===== src/rtl/bcd_seq_conv.sv =====
// Sequential binary-to-BCD converter (shift-and-add-3), one operand bit per clock.
// A start/done handshake frames each WIDTH-cycle conversion.
module bcd_seq_conv #(
    parameter int unsigned WIDTH  = 8,
    parameter int unsigned DIGITS = 3
) (
    input  logic                  clk,
    input  logic                  rst_n,
    input  logic                  start,
    input  logic [WIDTH-1:0]      bin,
    output logic                  busy,
    output logic                  done,
    output logic [4*DIGITS-1:0]   bcd
);

    localparam int unsigned BW = 4 * DIGITS;
    localparam int unsigned WW = BW + WIDTH;
    localparam int unsigned CW = $clog2(WIDTH + 1);

    function automatic longint unsigned pow10(input int unsigned n);
        longint unsigned r;
        r = 64'd1;
        for (int unsigned i = 0; i < n; i++) begin
            r = r * 64'd10;
        end
        return r;
    endfunction

    // Reject operand widths or digit counts that cannot hold the largest input.
    if (WIDTH < 4 || WIDTH > 16) begin : g_bad_width
        $error("bcd_seq_conv: WIDTH must be in 4..16");
    end
    if (pow10(DIGITS) <= ((64'd1 << WIDTH) - 64'd1)) begin : g_bad_digits
        $error("bcd_seq_conv: DIGITS too small for WIDTH");
    end

    typedef enum logic [1:0] {
        IDLE = 2'd0,
        CONV = 2'd1,
        DONE = 2'd2
    } state_e;

    state_e          state_q, state_d;
    logic [CW-1:0]   cnt_q,   cnt_d;
    logic [WW-1:0]   work_q,  work_d;
    logic [BW-1:0]   bcd_q,   bcd_d;
    logic            busy_q,  busy_d;
    logic            done_q,  done_d;
    logic [WW-1:0]   fixed;

    always_ff @(posedge clk or negedge rst_n) begin
        if (!rst_n) begin
            state_q <= IDLE;
            cnt_q   <= '0;
            work_q  <= '0;
            bcd_q   <= '0;
            busy_q  <= 1'b0;
            done_q  <= 1'b0;
        end else begin
            state_q <= state_d;
            cnt_q   <= cnt_d;
            work_q  <= work_d;
            bcd_q   <= bcd_d;
            busy_q  <= busy_d;
            done_q  <= done_d;
        end
    end

    always_comb begin
        state_d = state_q;
        cnt_d   = cnt_q;
        work_d  = work_q;
        bcd_d   = bcd_q;
        busy_d  = busy_q;
        done_d  = 1'b0;
        fixed   = work_q;

        // Digit correction: each BCD field >= 5 gets +3 before the shift, no inter-digit carry.
        for (int unsigned i = 0; i < DIGITS; i++) begin
            if (work_q[WIDTH + 4*i +: 4] >= 4'd5) begin
                fixed[WIDTH + 4*i +: 4] = work_q[WIDTH + 4*i +: 4] + 4'd3;
            end
        end

        case (state_q)
            IDLE: begin
                busy_d = 1'b0;
                if (start) begin
                    work_d  = {{BW{1'b0}}, bin};
                    cnt_d   = CW'(WIDTH);
                    state_d = CONV;
                    busy_d  = 1'b1;
                end
            end
            CONV: begin
                work_d = fixed << 1;
                cnt_d  = cnt_q - CW'(1);
                if (cnt_q == CW'(1)) begin
                    state_d = DONE;
                    done_d  = 1'b1;
                    bcd_d   = work_d[WW-1 -: BW];
                end
            end
            DONE: begin
                state_d = IDLE;
                busy_d  = 1'b0;
            end
            default: begin
                state_d = IDLE;
                busy_d  = 1'b0;
            end
        endcase
    end

    assign busy = busy_q;
    assign done = done_q;
    assign bcd  = bcd_q;

endmodule

===== config.mk =====
export PLATFORM = sky130hd
export DESIGN_NAME = bcd_seq_conv
export DESIGN_NICKNAME = d
export VERILOG_FILES = /design/src/rtl/bcd_seq_conv.sv
export SDC_FILE = /design/constraint.sdc
export NUM_CORES = 1
export LEC_CHECK = 0
export ABC_AREA = 1
export ABC_CLOCK_PERIOD_IN_PS = 1500
export CAP_MARGIN = 20
export CORE_MARGIN = 4
export CORE_UTILIZATION = 30
export DETAILED_ROUTE_END_ITERATION = 6
export HOLD_SLACK_MARGIN = 0.06
export SLEW_MARGIN = 25
export SYNTH_ARGS = -nofsm -noshare
export SYNTH_HDL_FRONTEND = slang
export SYNTH_SLANG_ARGS = --single-unit
export TNS_END_PERCENT = 100

===== constraint.sdc =====
create_clock -name clk -period 1.5 [get_ports clk]
set_input_delay 0.3 -clock clk [delete_from_list [all_inputs] [get_ports clk]]
set_output_delay 0.3 -clock clk [all_outputs]
set_load 0.005 [all_outputs]

==> After elaboration in Yosys (flattened, before gate mapping) <==
Cells that the tools add are included.
{ "word_totals": {"regBits": 40, "inputBits": 11, "output_inout_bits": 14} }
{ "op_classes": {"n_addsub": 4, "order_cmp": 3, "n_eq_ne": 4, "muxes": 14, "n_reduce_logical": 5} }
{ "op_table": {"columns": ["cell", "n"], "rows": [
  ["$pmux 20 s2", 1],
  ["$mux 20", 1],
  ["$ge 4x3->1 const B", 3],
  ["$mux 4", 3],
  ["$add 4x2->4 const B", 2],
  ["$pmux 4 s2", 1],
  ["$reduce_and 2->1", 3],
  ["$eq 4x1->1 const B", 1],
  ["$mux 2", 2],
  ["$ne 2x2->1 const B", 2],
  ["$pmux 2 s2", 1],
  ["$sub 4x1->4 const B", 1],
  ["$add 3x2->3 const B", 1],
  ["$mux 1", 3],
  ["$mux 3", 1],
  ["$eq 2x1->1 const B", 1],
  ["$logic_not 2->1", 1],
  ["$pmux 1 s2", 1],
  ["$reduce_bool 2->1", 1]
]} }

==> Longest topological paths before layout <==
Gate-level depths: netlist (run 1).
{ "depth": {"word_depth": 3, "mapped_depth": 9, "mapped_depth_nobuf": 9} }

==> Worst setup path after synthesis (run 1) <==
Ideal clock, no wire load.
{ "synth_timing": {"path_kind": "register to register", "start": "register cnt_q[1]", "end": "register bcd_q[8], in the netlist bcd[8]", "setup_ns": 0.118, "t_arrival_ns": 1.092, "required_time_ns": 1.382, "path_slack_ns": 0.290, "path_stages_with_launch": 9, "synth_period_minus_slack_ns": 1.210, "cell_sequence": "dfrtp_1 -> inv_1 -> ha_1 -> nand3_2 -> nor2_4 -> inv_2 -> buf_6 -> nand2_1 -> nand2_1"} }
{ "synth_via": {"elab_chain_cells": 2} }
{ "synth_rtl": {"columns": ["element", "line", "rtl"], "rows": [
  ["from (decl)", "44", "logic [CW-1:0] cnt_q, cnt_d;"],
  ["from (signal assigned)", "61", "cnt_q <= cnt_d;"],
  ["$eq 4x1->1", "98", "if (cnt_q == CW'(1)) begin"],
  ["$reduce_and 2->1 (no source line)", null, null],
  ["to (signal assigned)", "56", "bcd_q <= '0;"],
  ["to (signal assigned)", "63", "bcd_q <= bcd_d;"],
  ["to (decl)", "46", "logic [BW-1:0] bcd_q, bcd_d;"]
]} }
No other way between the ends.
A chain may end at the register's enable or synchronous reset.

==> Worst setup path after layout (run 1) <==
{ "layout_timing": {"start": "register bcd_q[4], in the netlist bcd[4]", "end": "output bcd[4]"} }
{ "layout_rtl": {"columns": ["element", "line", "rtl"], "rows": [
  ["to (decl)", "13", "output logic [4*DIGITS-1:0] bcd"]
]} }
No word-level cell between the ends.

==> run metrics, run 1 <==
status=finished, final reports clean; number of clock sinks=40; IO Pins=25; placed cells=323; area of the die=7710 µm²; Least-Margin Pin Slew=0.367 ns; DR vias=1558; port buffer count=24; Yosys top cell by area=dfrtp_1; initial antenna violation count=0; worst path bufs/invs=1; fmax=693 MHz; post-synthesis cell count=225; Static Leak=1.22 nW; Peak supply drop=758 µV; Slowest-stage cell, CP=clkdlybuf4s50_1; Critical Path End Type=output pin; Min Clock Period, post-route=1.44 ns; DR vias/cell=4.64; reg2reg setup slack=0.18 ns; Post-synth EDFFs=0; Post-synth ARST share=1.00; final wirelength=4010 µm; Final setup viols=0; GRT Overall Usage=0.117; number of global-route vias before repair=1543; nets=279; largest net degree at the start of global routing=27; Pre-antenna DRT Iters=4; crit start category=flop; Die Width=87.8 µm; most frequent cells after synthesis=76 x nand2_1, 40 x dfrtp_1, 22 x nand3_1; Die Span Y=87.8 µm; Layout area overhead=24.5%; CP Data Required Time=1.20 ns; fin crit share=0.962; top cell type's share of synthesized area=0.524; ranking of synthesized cells by area=dfrtp_1 52%, nand2_1 15%, nand3_1 5.8%, ha_1 5.2%, nor2_1 3.7%; top-count cell post-synth=nand2_1; Reg2Reg Launch Point=work_q[12]; Synth cell types=20; CP Cell Sequence=clkdlybuf4s50_1; H-tree level count=2; Worst-Skew Late Latency=0.29 ns; wire length per cell=11.9 µm; GRT Residual Overflow=0; total power=5.03 mW; CP Max Fanout=2; Power Density=2110 nW/µm²; maxcap violations=0; diode count=0; row count=28; reg-to-reg endpoint=work_q[14]; cts bufs inserted=5; GPL Wtd Cong=0.858; Slew Limit Fails=0; top_reg_cell synth=dfrtp_1; skew final=0.00893 ns; Core Area=6060 µm²; Initial Util=0.315; maximum clock insertion buffer count=2; kind of cell adding the most delay to the critical path=buffers and inverters; Worst R2R Path Depth=8; sequential area share after synthesis=0.524; setup tns final=0 ns; Yosys reg bits=40; first-pass GRT wire length=6990 µm; CP arrival=1.14 ns; Syn Nets=244; post-detail-place hpwl=2790 µm; layout cells sized above 1=0.0920; Post-Layout Cell Count=336; CP peak stage delay=0.50 ns; Synth Area per Inst=8.50 µm²; Hold Path Class=in -> async; synthesized area=1910 µm²; fill cell count=648; CTS tree=built; Final Hold Vio Count=0; DR DRC count=0; critical path class=reg -> out; post-route ant nets=0; Clock transition at path regs=0.08 ns; relative slew slack=0.755; RSZ-0062 raised after global routing=no; Detailed Route Iter0 Violations=100; clock root buffer=clkbuf_8; Hold WS=0.448 ns; Synthesis Warnings=0
-- logic make-up (layout without fill, tap and decap cells) --
kind of cell | Yosys count | after routing | share of synthesized area
xor+xnor | 1 | 1 | 0.00458
simple gates | 126 | 126 | 0.283
fa+ha+maj | 8 | 8 | 0.0524
compound gates | 22 | 22 | 0.0661
flops | 40 | 40 | 0.524
buf+inv | 28 | 64 | 0.0707
-- final cells by class --
type                    count  area, µm²  share of cell area
inverters                  23       88.8              0.0373
repair buffers             33        325               0.137
multi-input cells         157        781               0.328
flip-flops and latches     40       1000               0.421
clock buffers               8       90.1              0.0379
well taps                  75       93.8              0.0394
-- how the worst max path moves through the flow --
stage | slack, ns | from | cells after the start | to
global route | 0.0006 | bcd[6] | 1 | bcd[6]
detailed placement | -0.005 | start | 6 | work_q[0]
global placement | 0.03 | start | 6 | work_q[14]
floorplan | 0.29 | cnt_q[1] | 8 | bcd[8]
CTS | 0.02 | busy | 1 | busy
finish | 0.06 | bcd[4] | 1 | bcd[4]
-- report_power, final --
part | internal [mW] | switching, mW
clock network | 0.375 | 0.363
registers | 1.59 | 0.329
logic | 1.04 | 1.33
total | 3.00 | 2.02
-- placed cells by master, fill, tap and decap left out, types with 2 or more instances in the layout --
master | synthesis | routed
inv_2 | 4 | 3
dlymetal6s2s_1 | 0 | 3
ha_1 | 8 | 8
nand4_1 | 4 | 4
dfrtp_1 | 40 | 40
nand2_1 | 76 | 76
buf_4 | 2 | 7
nand3_2 | 1 | 2
o22ai_1 | 11 | 11
clkbuf_8 | 0 | 6
clkbuf_1 | 0 | 2
nand3_1 | 22 | 21
clkdlybuf4s50_1 | 0 | 20
inv_1 | 18 | 18
nand2_4 | 2 | 2
o21ai_0 | 9 | 9
nor2_1 | 19 | 19
-- sequential cells by signal (all words and copies together) (netlist names) --
signal   cells
bcd         12
busy         1
cnt_q        4
done         1
state_q      2
work_q      20
-- metal layers --
metal	GRT usage	share of wire
met5	0	0
met4	0.0432	0.016
met3	0.0367	0.045
met2	0.190	0.47
met1	0.146	0.47
-- stage by stage --
stage | setup WS, ns | util | area, µm²
after global placement | 0.0340 | 0.369 | 2230
after global routing | 0.000641 | 0.393 | 2380
after detailed placement | -0.00453 | 0.369 | 2230
final | 0.0566 | 0.393 | 2380
after floorplan | 0.290 | - | 1910
after CTS | 0.0231 | 0.385 | 2330
-- timing repair --
action,4_1_cts,5_1_grt
hold buffers,1,0
endpoints found under the setup margin,0,13
resized for setup,0,7
hold endpoints to repair,14,0
setup buffers,0,4
(Power assumes the default switching activity.)
==> inputs of run 2 (changes only) <==
--- a/config.mk
+++ b/config.mk
@@ -10,6 +10,7 @@
 export CAP_MARGIN = 20
 export CORE_MARGIN = 4
 export CORE_UTILIZATION = 30
+export CTS_CLUSTER_DIAMETER = 150
 export DETAILED_ROUTE_END_ITERATION = 6
 export HOLD_SLACK_MARGIN = 0.06
 export SLEW_MARGIN = 25
==> results of run 2 <==
Final layout, timing and power as in run 1 (identical DEF).
==> RTL edit: new RTL, settings of run 1 <==
Register the output `bcd` once more, cleared by the reset; this adds one clock of latency there. The other outputs are not delayed to match.
--- a/src/rtl/bcd_seq_conv.sv
+++ b/src/rtl/bcd_seq_conv.sv
@@ -115,5 +115,11 @@
     assign busy = busy_q;
     assign done = done_q;
-    assign bcd  = bcd_q;
+    always_ff @(posedge clk or negedge rst_n) begin
+        if (!rst_n) begin
+            bcd <= '0;
+        end else begin
+            bcd <= bcd_q;
+        end
+    end
 
 endmodule
Formal check against the unedited RTL: not equivalent (Yosys sat finds a counterexample within 10 cycles, from zero or initial values and one cycle with rst_n low).
==> RTL edit against run 1 <==
- final cell count is 16% higher
- setup slack improved by 0.021 ns
- global-route usage shrank 1.7 points
- final area increased by 19%
- highest routed layer unchanged
- register-to-register slack worse by 0.03 ns
- clock skew decreased by 0.0014 ns
- power is 12% higher
- combinational power increased by 7%
- sequential cell count grew 12
- wire length up 3.0%
- largest cell class unchanged
- synthesized area rose by 22%
- utilization decreased by 0.93 points
==> RTL edit: results (changes against run 1) <==
[placed_design]
gp_congestion = 0.774  ; was 0.858
dpl_worst_slack_ns = 0.0284  ; was -0.00453 ns
placed_cell_area_um2 = 2730  ; was 2230 µm²
placed_cells = 379  ; was 323

[global_routing]
grt_pass1_vias = 1554  ; was 1,543
grt_use_total_pct = 10.0  ; was 11.7%
grt_pass1_wl_mm = 7.19  ; was 6.99 mm
grt_max_degree = 23  ; was 27

[logic_synthesis]
yosysSeqAreaShare_pct = 55.9  ; was 52.4%
syn_nets = 273  ; was 244
avgSynthCellArea_um2 = 9.17  ; was 8.50 µm²
synth_compound_area_share_pct = 8.01  ; was 6.61%
synth_adder_area_share_pct = 4.30  ; was 5.24%
netlist_top_cells_area = dfrtp_1, nand2_1, nand3_1, inv_1, ha_1  ; was dfrtp_1, nand2_1, nand3_1, ha_1, nor2_1
synth-xor-area-share_pct = 0  ; was 0.458%
ys_top_cells_by_count = nand2_1, dfrtp_1, inv_1  ; was nand2_1, dfrtp_1, nand3_1

[run_status]
status = complete, no violations  ; unchanged

[layout]
syn2layout_area_growth_pct = 22.0  ; was 24.5%
layout-drive-gt1-share_pct = 12.7  ; was 9.20%
nets = 309  ; was 279

[worst_setup_path]
r2r-end = work_q[13]$_DFFE_PN0P_  ; was work_q[14]$_DFFE_PN0P_
r2r_slack_ns = 0.15  ; was 0.18 ns

[timing]
hold_ws_ns = 0.379  ; was 0.448 ns
timing.final.crit_share_pct = 94.9  ; was 96.2%
tightestPinTransition_ns = 0.322  ; was 0.367 ns
skew_ns = 0.00750  ; was 0.00893 ns

[route]
via_per_inst = 4.33  ; was 4.64
drtIter0Drc = 48  ; was 100

[hold_path]
min_path_type = reg2reg  ; was in2async

[power]
power_leakage_nw = 1.44  ; was 1.22 nW

## RTL edit: changes by cell type in the layout (fill, tap and decap cells not counted), sizes merged, moves of 3 or more
cell and delta:
nand2 +16, dfrtp +12, o21ai +12, nand4 +3
nor2 -16, clkbuf -3, inv +10, o22ai -10
## RTL edit: per-layer routing
layer  routed length (µm)  vias to the layer above  track usage (%)  part of all wire [%]
li1                     -                      874                -                     -
met1                 2070                      769             14.1                    50
met2                 1790                       40             14.1                    43
met3                  218                        5             2.81                   5.3
met4                   60                        0             4.62                   1.5
met5                    0                        -                0                     0
## RTL edit: report_power, final
group / internal [W] / switching, W
clock network: 0.000326 / 0.000445
logic: 0.00108 / 0.00145
registers: 0.00202 / 0.000321
## RTL edit: layout make-up
class / instances / area share [%]
clock buffers: 5 / 2.42
clock inverters: 3 / 0.661
inverters: 32 / 4.41
multi-input cells: 164 / 30.1
flip-flops and latches: 52 / 45.8
well taps: 99 / 4.36
repair buffers: 35 / 12.2
